$ cat src/rtl/credit_pkg.sv
// credit_pkg
// Shared definitions for the credit accumulator: change-coin type encoding,
// bit positions inside the coin_in pulse vector, the FSM state type and the
// default unit values (one unit = 5 cents).
package credit_pkg;

  // Change coin type as presented to the hopper.
  typedef enum logic [1:0] {
    NICKEL  = 2'd0,
    DIME    = 2'd1,
    QUARTER = 2'd2
  } coin_type_e;

  // Bit positions in coin_in = {dollar, quarter, dime, nickel}.
  localparam int NICKEL_BIT  = 0;
  localparam int DIME_BIT    = 1;
  localparam int QUARTER_BIT = 2;
  localparam int DOLLAR_BIT  = 3;

  typedef enum logic {
    ST_IDLE     = 1'b0,
    ST_DISPENSE = 1'b1
  } state_e;

  // Default configuration.
  localparam int DEF_CREDIT_W      = 8;
  localparam int DEF_MAX_CREDIT    = 200;
  localparam int DEF_DOLLAR_UNITS  = 20;
  localparam int DEF_QUARTER_UNITS = 5;
  localparam int DEF_DIME_UNITS    = 2;
  localparam int DEF_NICKEL_UNITS  = 1;

endpackage

$ cat src/rtl/credit_accumulator_change_selector.sv
// change_selector
// Combinational choice of the next change coin: the largest of
// quarter/dime/nickel whose value does not exceed the remaining credit.
// Ports:
//   credit_i      remaining credit in units
//   coin_type_o   selected coin type (NICKEL when credit is below a dime)
//   coin_value_o  unit value of the selected coin
module change_selector
  import credit_pkg::*;
#(
  parameter int CREDIT_W      = DEF_CREDIT_W,
  parameter int QUARTER_UNITS = DEF_QUARTER_UNITS,
  parameter int DIME_UNITS    = DEF_DIME_UNITS,
  parameter int NICKEL_UNITS  = DEF_NICKEL_UNITS
) (
  input  logic [CREDIT_W-1:0] credit_i,
  output coin_type_e          coin_type_o,
  output logic [CREDIT_W-1:0] coin_value_o
);

  localparam logic [CREDIT_W-1:0] Q_UNITS = CREDIT_W'(QUARTER_UNITS);
  localparam logic [CREDIT_W-1:0] D_UNITS = CREDIT_W'(DIME_UNITS);
  localparam logic [CREDIT_W-1:0] N_UNITS = CREDIT_W'(NICKEL_UNITS);

  always_comb begin
    coin_type_o  = NICKEL;
    coin_value_o = N_UNITS;
    if (credit_i >= Q_UNITS) begin
      coin_type_o  = QUARTER;
      coin_value_o = Q_UNITS;
    end else if (credit_i >= D_UNITS) begin
      coin_type_o  = DIME;
      coin_value_o = D_UNITS;
    end
  end

endmodule

$ cat src/rtl/credit_accumulator.sv
// credit_accumulator
// Accumulates coin credit (5-cent units) up to MAX_CREDIT, deducts a price on
// vend requests and pays the remaining credit back as change through a
// ready/valid handshake with the coin hopper.
// Ports:
//   clk, reset        clock; asynchronous active-high reset
//   coin_in           one-cycle coin pulses {dollar, quarter, dime, nickel}
//   price, vend_req   purchase request and its price
//   refund_req        request to return all credit
//   hopper_ready      hopper takes the presented coin this cycle
//   credit            current credit
//   vend_ok/vend_fail purchase accepted / refused pulses
//   coin_reject       an inserted coin was not credited
//   coin_out_valid/coin_out_type  change coin presented to the hopper
//   refund_done       refund finished pulse
//   busy              high while dispensing change
module credit_accumulator
  import credit_pkg::*;
#(
  parameter int CREDIT_W      = DEF_CREDIT_W,
  parameter int MAX_CREDIT    = DEF_MAX_CREDIT,
  parameter int DOLLAR_UNITS  = DEF_DOLLAR_UNITS,
  parameter int QUARTER_UNITS = DEF_QUARTER_UNITS,
  parameter int DIME_UNITS    = DEF_DIME_UNITS,
  parameter int NICKEL_UNITS  = DEF_NICKEL_UNITS
) (
  input  logic                clk,
  input  logic                reset,
  input  logic [3:0]          coin_in,
  input  logic [CREDIT_W-1:0] price,
  input  logic                vend_req,
  input  logic                refund_req,
  input  logic                hopper_ready,
  output logic [CREDIT_W-1:0] credit,
  output logic                vend_ok,
  output logic                vend_fail,
  output logic                coin_reject,
  output logic                coin_out_valid,
  output logic [1:0]          coin_out_type,
  output logic                refund_done,
  output logic                busy
);

  localparam logic [CREDIT_W:0]   MAX_EXT = (CREDIT_W+1)'(MAX_CREDIT);
  localparam logic [CREDIT_W-1:0] DOL_U   = CREDIT_W'(DOLLAR_UNITS);
  localparam logic [CREDIT_W-1:0] QTR_U   = CREDIT_W'(QUARTER_UNITS);
  localparam logic [CREDIT_W-1:0] DIM_U   = CREDIT_W'(DIME_UNITS);
  localparam logic [CREDIT_W-1:0] NIC_U   = CREDIT_W'(NICKEL_UNITS);

  state_e              state_q, state_d;
  logic [CREDIT_W-1:0] credit_q, credit_d;
  logic                vend_ok_q, vend_ok_d;
  logic                vend_fail_q, vend_fail_d;
  logic                coin_reject_q, coin_reject_d;
  logic                valid_q, valid_d;
  coin_type_e          type_q, type_d;
  logic [CREDIT_W-1:0] value_q, value_d;
  logic                refund_done_q, refund_done_d;
  logic                busy_q, busy_d;

  // Coin arbitration results.
  logic                coin_any;
  logic                coin_extra;
  logic [CREDIT_W-1:0] coin_val;

  // Intermediate IDLE arithmetic.
  logic [CREDIT_W-1:0] after_vend;
  logic [CREDIT_W:0]   coin_sum;

  coin_type_e          sel_type;
  logic [CREDIT_W-1:0] sel_value;

  // Highest-priority coin wins; any lower coin in the same pulse is surplus.
  always_comb begin
    coin_any   = |coin_in;
    coin_extra = 1'b0;
    coin_val   = '0;
    if (coin_in[DOLLAR_BIT]) begin
      coin_val   = DOL_U;
      coin_extra = |coin_in[QUARTER_BIT:NICKEL_BIT];
    end else if (coin_in[QUARTER_BIT]) begin
      coin_val   = QTR_U;
      coin_extra = |coin_in[DIME_BIT:NICKEL_BIT];
    end else if (coin_in[DIME_BIT]) begin
      coin_val   = DIM_U;
      coin_extra = coin_in[NICKEL_BIT];
    end else if (coin_in[NICKEL_BIT]) begin
      coin_val   = NIC_U;
    end
  end

  // Credit, FSM state and pulse outputs.
  always_comb begin
    state_d       = state_q;
    credit_d      = credit_q;
    vend_ok_d     = 1'b0;
    vend_fail_d   = 1'b0;
    coin_reject_d = 1'b0;
    refund_done_d = 1'b0;
    after_vend    = credit_q;
    coin_sum      = '0;
    case (state_q)
      ST_IDLE: begin
        // Vend decision always uses the credit before this cycle's coin.
        if (vend_req) begin
          if (credit_q >= price) begin
            after_vend = credit_q - price;
            vend_ok_d  = 1'b1;
          end else begin
            vend_fail_d = 1'b1;
          end
        end
        if (refund_req && !vend_req) begin
          coin_reject_d = coin_any;
          if (credit_q != '0) begin
            state_d = ST_DISPENSE;
          end else begin
            refund_done_d = 1'b1;
          end
          credit_d = credit_q;
        end else begin
          coin_sum = {1'b0, after_vend} + {1'b0, coin_val};
          if (coin_any && (coin_sum <= MAX_EXT)) begin
            credit_d      = coin_sum[CREDIT_W-1:0];
            coin_reject_d = coin_extra;
          end else begin
            credit_d      = after_vend;
            coin_reject_d = coin_any;
          end
        end
      end
      ST_DISPENSE: begin
        coin_reject_d = coin_any;
        vend_fail_d   = vend_req;
        if (valid_q && hopper_ready) begin
          credit_d = credit_q - value_q;
          if (credit_d == '0) begin
            state_d       = ST_IDLE;
            refund_done_d = 1'b1;
          end
        end
      end
      default: state_d = ST_IDLE;
    endcase
  end

  // The change coin is chosen from the credit that will hold after this edge,
  // so a new coin is presented right after each accepted one and the current
  // one stays put while the hopper stalls.
  change_selector #(
    .CREDIT_W      (CREDIT_W),
    .QUARTER_UNITS (QUARTER_UNITS),
    .DIME_UNITS    (DIME_UNITS),
    .NICKEL_UNITS  (NICKEL_UNITS)
  ) u_change_selector (
    .credit_i     (credit_d),
    .coin_type_o  (sel_type),
    .coin_value_o (sel_value)
  );

  always_comb begin
    valid_d = 1'b0;
    type_d  = NICKEL;
    value_d = '0;
    busy_d  = 1'b0;
    if (state_d == ST_DISPENSE) begin
      valid_d = 1'b1;
      type_d  = sel_type;
      value_d = sel_value;
      busy_d  = 1'b1;
    end
  end

  always_ff @(posedge clk or posedge reset) begin
    if (reset) begin
      state_q       <= ST_IDLE;
      credit_q      <= '0;
      vend_ok_q     <= 1'b0;
      vend_fail_q   <= 1'b0;
      coin_reject_q <= 1'b0;
      valid_q       <= 1'b0;
      type_q        <= NICKEL;
      value_q       <= '0;
      refund_done_q <= 1'b0;
      busy_q        <= 1'b0;
    end else begin
      state_q       <= state_d;
      credit_q      <= credit_d;
      vend_ok_q     <= vend_ok_d;
      vend_fail_q   <= vend_fail_d;
      coin_reject_q <= coin_reject_d;
      valid_q       <= valid_d;
      type_q        <= type_d;
      value_q       <= value_d;
      refund_done_q <= refund_done_d;
      busy_q        <= busy_d;
    end
  end

  assign credit         = credit_q;
  assign vend_ok        = vend_ok_q;
  assign vend_fail      = vend_fail_q;
  assign coin_reject    = coin_reject_q;
  assign coin_out_valid = valid_q;
  assign coin_out_type  = type_q;
  assign refund_done    = refund_done_q;
  assign busy           = busy_q;

endmodule

$ cat config.mk
export PLATFORM = sky130hd
export DESIGN_NAME = credit_accumulator
export DESIGN_NICKNAME = d
export VERILOG_FILES = /design/src/rtl/credit_pkg.sv /design/src/rtl/credit_accumulator_change_selector.sv /design/src/rtl/credit_accumulator.sv
export SDC_FILE = /design/constraint.sdc
export NUM_CORES = 1
export LEC_CHECK = 0
export CORE_ASPECT_RATIO = 1.1
export CORE_UTILIZATION = 42
export CTS_CLUSTER_SIZE = 28
export DETAILED_ROUTE_END_ITERATION = 10
export PLACE_DENSITY = 0.72
export SETUP_SLACK_MARGIN = 0.4
export SYNTH_ARGS = -nofsm -noshare
export SYNTH_HDL_FRONTEND = slang
export SYNTH_SLANG_ARGS = --single-unit
$ cat constraint.sdc
create_clock -name clk -period 7.8 [get_ports clk]
set_input_delay 1.56 -clock clk [delete_from_list [all_inputs] [get_ports clk]]
set_output_delay 1.56 -clock clk [all_outputs]
set_load 0.05 [all_outputs]
Yosys cells after proc, flatten, opt, wreduce, memory -nomap -nowiden
Index checks and enable logic that the tools add are counted.
{ "classes": {"bitwise": 1, "reduce_logical": 9, "magnitude_cmp": 4, "muxes": 40, "n_addsub": 3} }
{ "ops": {"columns": ["cell", "n"], "rows": [
  ["$mux W8", 8],
  ["$mux W1", 21],
  ["$pmux W8 S2", 1],
  ["$sub A8 B8 Y8", 2],
  ["$add A8 B8 Y9", 1],
  ["$le A9 B8 Y1 const B", 1],
  ["$ge A8 B2 Y1 const B", 1],
  ["$ge A8 B3 Y1 const B", 1],
  ["$ge A8 B8 Y1", 1],
  ["$logic_not A8 Y1", 1],
  ["$mux W2", 4],
  ["$pmux W1 S2", 4],
  ["$reduce_bool A8 Y1", 1],
  ["$mux W5", 1],
  ["$reduce_or A4 Y1", 1],
  ["$logic_and A1 B1 Y1", 3],
  ["$mux W3", 1],
  ["$reduce_or A3 Y1", 1],
  ["$reduce_or A2 Y1", 1],
  ["$logic_not A1 Y1", 1],
  ["$not A1 Y1", 1]
]} }
{ "totals": {"word_cells": 66, "inputBits": 17, "regBits": 24, "out_inout_bits": 16} }

Logic depth before layout (Yosys ltp)
{ "logic_depth": {"depth_word": 14, "ltp_mapped": 24, "ltp_nobuf": 23} }

Cells and area by module
A second synthesis with hierarchy kept.
{ "unflattened": {"cells_unflattened": 293, "area_unflattened_um2": 2424.8} }
{ "modules_own_cells": {"columns": ["mod", "area_per_inst_um2", "n_inst", "seq_area_each_um2", "cells_per_inst"], "rows": [
  ["credit_accumulator", 2318.5, 1, 575.6, 279],
  ["change_selector", 106.4, 1, 0.0, 14]
]} }

Worst setup path after synthesis
Ideal clock, no wire load.
{ "synth_path": {"path_type": "input to register", "from": "input price[0]", "to": "register value_q[0]", "setup_ns": 0.119, "setup_slack_ns": 1.879, "required_ns": 7.681, "arrival_ns": 5.802, "path_stages": 23, "n_path_buf": 1, "path_cell_list": "ha_1 > inv_1 > fa_1 > a21oi_1 > o21ai_1 > a22oi_1 > clkbuf_1 > nand2_1 > o21ai_0 > ha_1 > inv_1 > fa_1 > nor2b_1 > o21ai_0 > a221oi_1 > a31oi_1 > xor2_1 > o2111a_2 > nor3_4 > o41ai_1 > a31o_2 > mux2_4 > o21a_1"} }
{ "synth_via": {"elab_chain_len": 14, "word_cells_on_any_way": 16, "classes_between": "add/sub: 2; order compare: 4; mux: 9; reduce/logical: 1"} }
{ "synth_lines": {"columns": ["item", "line", "source"], "rows": [
  ["start, declared", "credit_accumulator.sv:30", "input logic [CREDIT_W-1:0] price,"],
  ["$sub A8 B8 Y8 or $ge A8 B8 Y1 (tied branches)", "credit_accumulator.sv:107, credit_accumulator.sv:106", null],
  ["$mux W8 (*)", "credit_accumulator.sv:106", "if (credit_q >= price) begin"],
  ["$mux W8 (*)", "credit_accumulator.sv:105", "if (vend_req) begin"],
  ["$mux W8 (*)", "credit_accumulator.sv:102", "case (state_q)"],
  ["$add A8 B8 Y9", "credit_accumulator.sv:122", "coin_sum = {1'b0, after_vend} + {1'b0, coin_val};"],
  ["$le A9 B8 Y1", "credit_accumulator.sv:123", "if (coin_any && (coin_sum <= MAX_EXT)) begin"],
  ["$logic_and A1 B1 Y1", "credit_accumulator.sv:123", null],
  ["$mux W8 (*)", "credit_accumulator.sv:123", null],
  ["$mux W8 (*)", "credit_accumulator.sv:113", "if (refund_req && !vend_req) begin"],
  ["$pmux W8 S2 (*)", "credit_accumulator.sv:102", null],
  ["via credit_d[1]", "credit_accumulator.sv:51", "logic [CREDIT_W-1:0] credit_q, credit_d;"],
  ["$ge A8 B2 Y1", "credit_accumulator_change_selector.sv:31", "end else if (credit_i >= D_UNITS) begin"],
  ["$mux W2", "credit_accumulator_change_selector.sv:31", null],
  ["$mux W8 (*)", "credit_accumulator_change_selector.sv:28", "if (credit_i >= Q_UNITS) begin"],
  ["$mux W8 (*)", "credit_accumulator.sv:166", "if (state_d == ST_DISPENSE) begin"],
  ["via value_d[0]", "credit_accumulator.sv:57", "logic [CREDIT_W-1:0] value_q, value_d;"],
  ["end signal, assigned", "credit_accumulator.sv:194", "value_q <= value_d;"],
  ["end, declared", "credit_accumulator.sv:57", null]
]} }
The timed path passes the listed nets; every way through them passes the cells marked *. The select of a mux whose other input is x is not followed.

Worst setup path after layout
Ends and elaborated chain as after synthesis.

==> flow_summary.json <==
{
  "dpl.hpwl_um": 4800,
  "fin_skew_ns": 0.00615,
  "yosys.area_share.adder_pct": 11.6,
  "routed_via_density": 5.95,
  "layout_commonest_cell": "clkdlybuf4s50_1",
  "io_pins": 33,
  "period_share_pct": 86.5,
  "numCtsBuffers": 3,
  "synthFlopType": "dfrtp_1",
  "hp-class": "reg2reg",
  "cts_tree": "done",
  "synth_cells": 275,
  "wl_per_cell_um": 16.7,
  "setup-tns-final_ns": 0,
  "start_util_pct": 43.9,
  "synth_cell_types": 71,
  "async_flop_share_pct": 100,
  "setup_viol": 0,
  "mostFrequentLayoutCells": "clkdlybuf4s50_1 (32), inv_1 (31), nand2_1 (29)",
  "path_clk_slew_ns": 0.07,
  "synth_top_family_by_area": "compound AO/OA/AOI/OAI gates",
  "route.detailed.drc": 4,
  "clk_path_buf_depth": 2,
  "die_y_um": 78.4,
  "wl_um": 5970,
  "place_congestion": 0.945,
  "synthMuxAreaShare_pct": 4.27,
  "antenna_found_initial": 0,
  "tightest_slew_ns": 0.768,
  "clock-root-buffer": "clkbuf_8",
  "r2r_cells": 23,
  "syn_avg_cell_area_sq_um": 8.09,
  "holdBufCountCts": 0,
  "min_delay_path_depth": 1,
  "synth.top_cell.area_share_pct": 18.0,
  "insertion_delay_ns": 0.25,
  "status": "complete, but fails checks",
  "dieArea_sq_um": 5590,
  "grt_max_degree": 17,
  "synth_compound_area_share_pct": 28.0,
  "finalHoldViolCount": 0,
  "grt_pass1_vias": 2137,
  "final_nets": 336,
  "maxSlewViolCount": 0,
  "dr.first_iter.drc_count": 231,
  "fin_crit_ns": 6.75,
  "die_x_um": 71.4,
  "synth_area_sq_um": 2230,
  "grt_pass1_wl_um": 10200,
  "clkSinkCount": 16,
  "synth-xor-area-share_pct": 7.36,
  "yosysWarnings": 0,
  "rows": 27,
  "crit_required_ns": 7.93,
  "maxSlewHeadroom_pct": 47.5,
  "io_buffer_count": 32,
  "fp.coreArea_sq_um": 5070,
  "vias": 2129,
  "track_usage_pct": 23.1,
  "h-tree-depth": 1,
  "synth_area_leaders": "dfrtp_1 (18%), ha_1 (8.4%), inv_1 (5.2%), nand2_1 (4.9%), nor2_1 (3.2%)",
  "diodes": 0,
  "cp.arrival_ns": 6.88,
  "ant_nets": 0,
  "worstSetupPathType": "in2reg",
  "ys_ff_latch": 16,
  "syn-num-nets": 310,
  "firstDrtPassIters": 7,
  "endpoint_kind": "flip-flop",
  "grt-ovfl-total": 0,
  "maxCapViolations": 0,
  "yosysSeqAreaShare_pct": 18.0,
  "violations": "DRC",
  "fmax_mhz": 148,
  "yosys.area_share.simple_pct": 22.4,
  "synth_edf_count": 0,
  "path_max_fanout": 12,
  "rsz0062_at_grt": "no",
  "drive_above_1_share_pct": 8.00,
  "synthToLayoutAreaGrowth_pct": 17.2,
  "cp-start-kind": "input port",
  "yosys.area.top_type": "dfrtp_1"
}
[worst max-delay path, stage by stage]
cell             delay (ns)
clkdlybuf4s50_1        0.46
ha_1                   0.16
inv_1                  0.05
fa_1                   0.40
a21oi_1                0.24
o21ai_1                0.19
a22oi_2                0.41
nand2_1                0.09
o21ai_0                0.18
ha_1                   0.27
inv_1                  0.06
fa_1                   0.40
nor2b_1                0.18
o21ai_0                0.09
a221oi_1               0.26
a31oi_1                0.10
xor2_1                 0.34
o2111a_2               0.33
nor3_4                 0.07
o41ai_1                0.33
a31o_2                 0.21
mux2_4                 0.31
o21a_1                 0.20
[metrics by stage]
step	util [%]	hold WS (ns)	area, sq um	instances	setup slack (ns)
CTS	51.4	0.688	2600	358	0.861
detailed placement	50.3	0.674	2550	354	0.626
global route	51.5	0.709	2610	358	0.616
floorplan	-	0.783	2230	275	1.88
finish	51.5	0.702	2610	358	1.05
global placement	50.3	0.689	2550	354	0.603
[state kept, by name (all words and copies together) (netlist names)]
name	cells
coin_out_type	1
vend_fail	1
value_q	2
vend_ok	1
busy	1
credit	8
coin_reject	1
refund_done	1
[metal layers]
layer	up-vias	routed length [um]	GRT usage [%]
li1	1056	-	-
met5	-	0	0
met4	0	106	8.00
met1	999	2750	30.3
met2	62	2840	39.1
met3	12	274	2.44
[worst paths after layout]
path                                start     endpoint  slack, ns
worst max-delay path             price[0]   value_q[0]       1.05
worst min-delay path                 busy      vend_ok       0.70
worst max register to register  credit[0]   value_q[0]       2.27
worst min register to register       busy      vend_ok       0.70
max in group asynchronous           reset  coin_reject       5.72
min in group asynchronous           reset    credit[0]       1.68
[cell usage after synthesis (all sizes together) (5+ instances only)]
master and count:
nor3 9, nand2 29, inv 31, a21o 6, dfrtp 16, ha 15
and2 8, buf 8, nand3 8, a21oi 12, xor2 5, o21ai 14
xnor2 9, nor2 19
[kinds of logic after synthesis]
| family | count (synthesis) |
|---|---|
| buffers and inverters | 42 |
| AOI/OAI and AO/OA | 81 |
| DFF | 16 |
| and+or+nand+nor | 97 |
| adders and majority gates | 19 |
| muxes | 6 |
| xor gates and xnor gates | 14 |
[layout make-up]
cell class | instances | area [sq um]
fillers | 496 | 2460
well taps | 58 | 72.6
multi-input cells | 217 | 1640
repair buffers | 32 | 320
flip-flops and latches | 16 | 400
clock buffers | 4 | 55.1
inverters | 31 | 116
[repair_timing]
action,4_1_cts,5_1_grt
buffers inserted,0,0
setup endpoints to repair,0,2
gates resized for setup,0,1
Power is not shown: default switching activity piles up to over one toggle a cycle in this logic, so the estimate is an artifact.
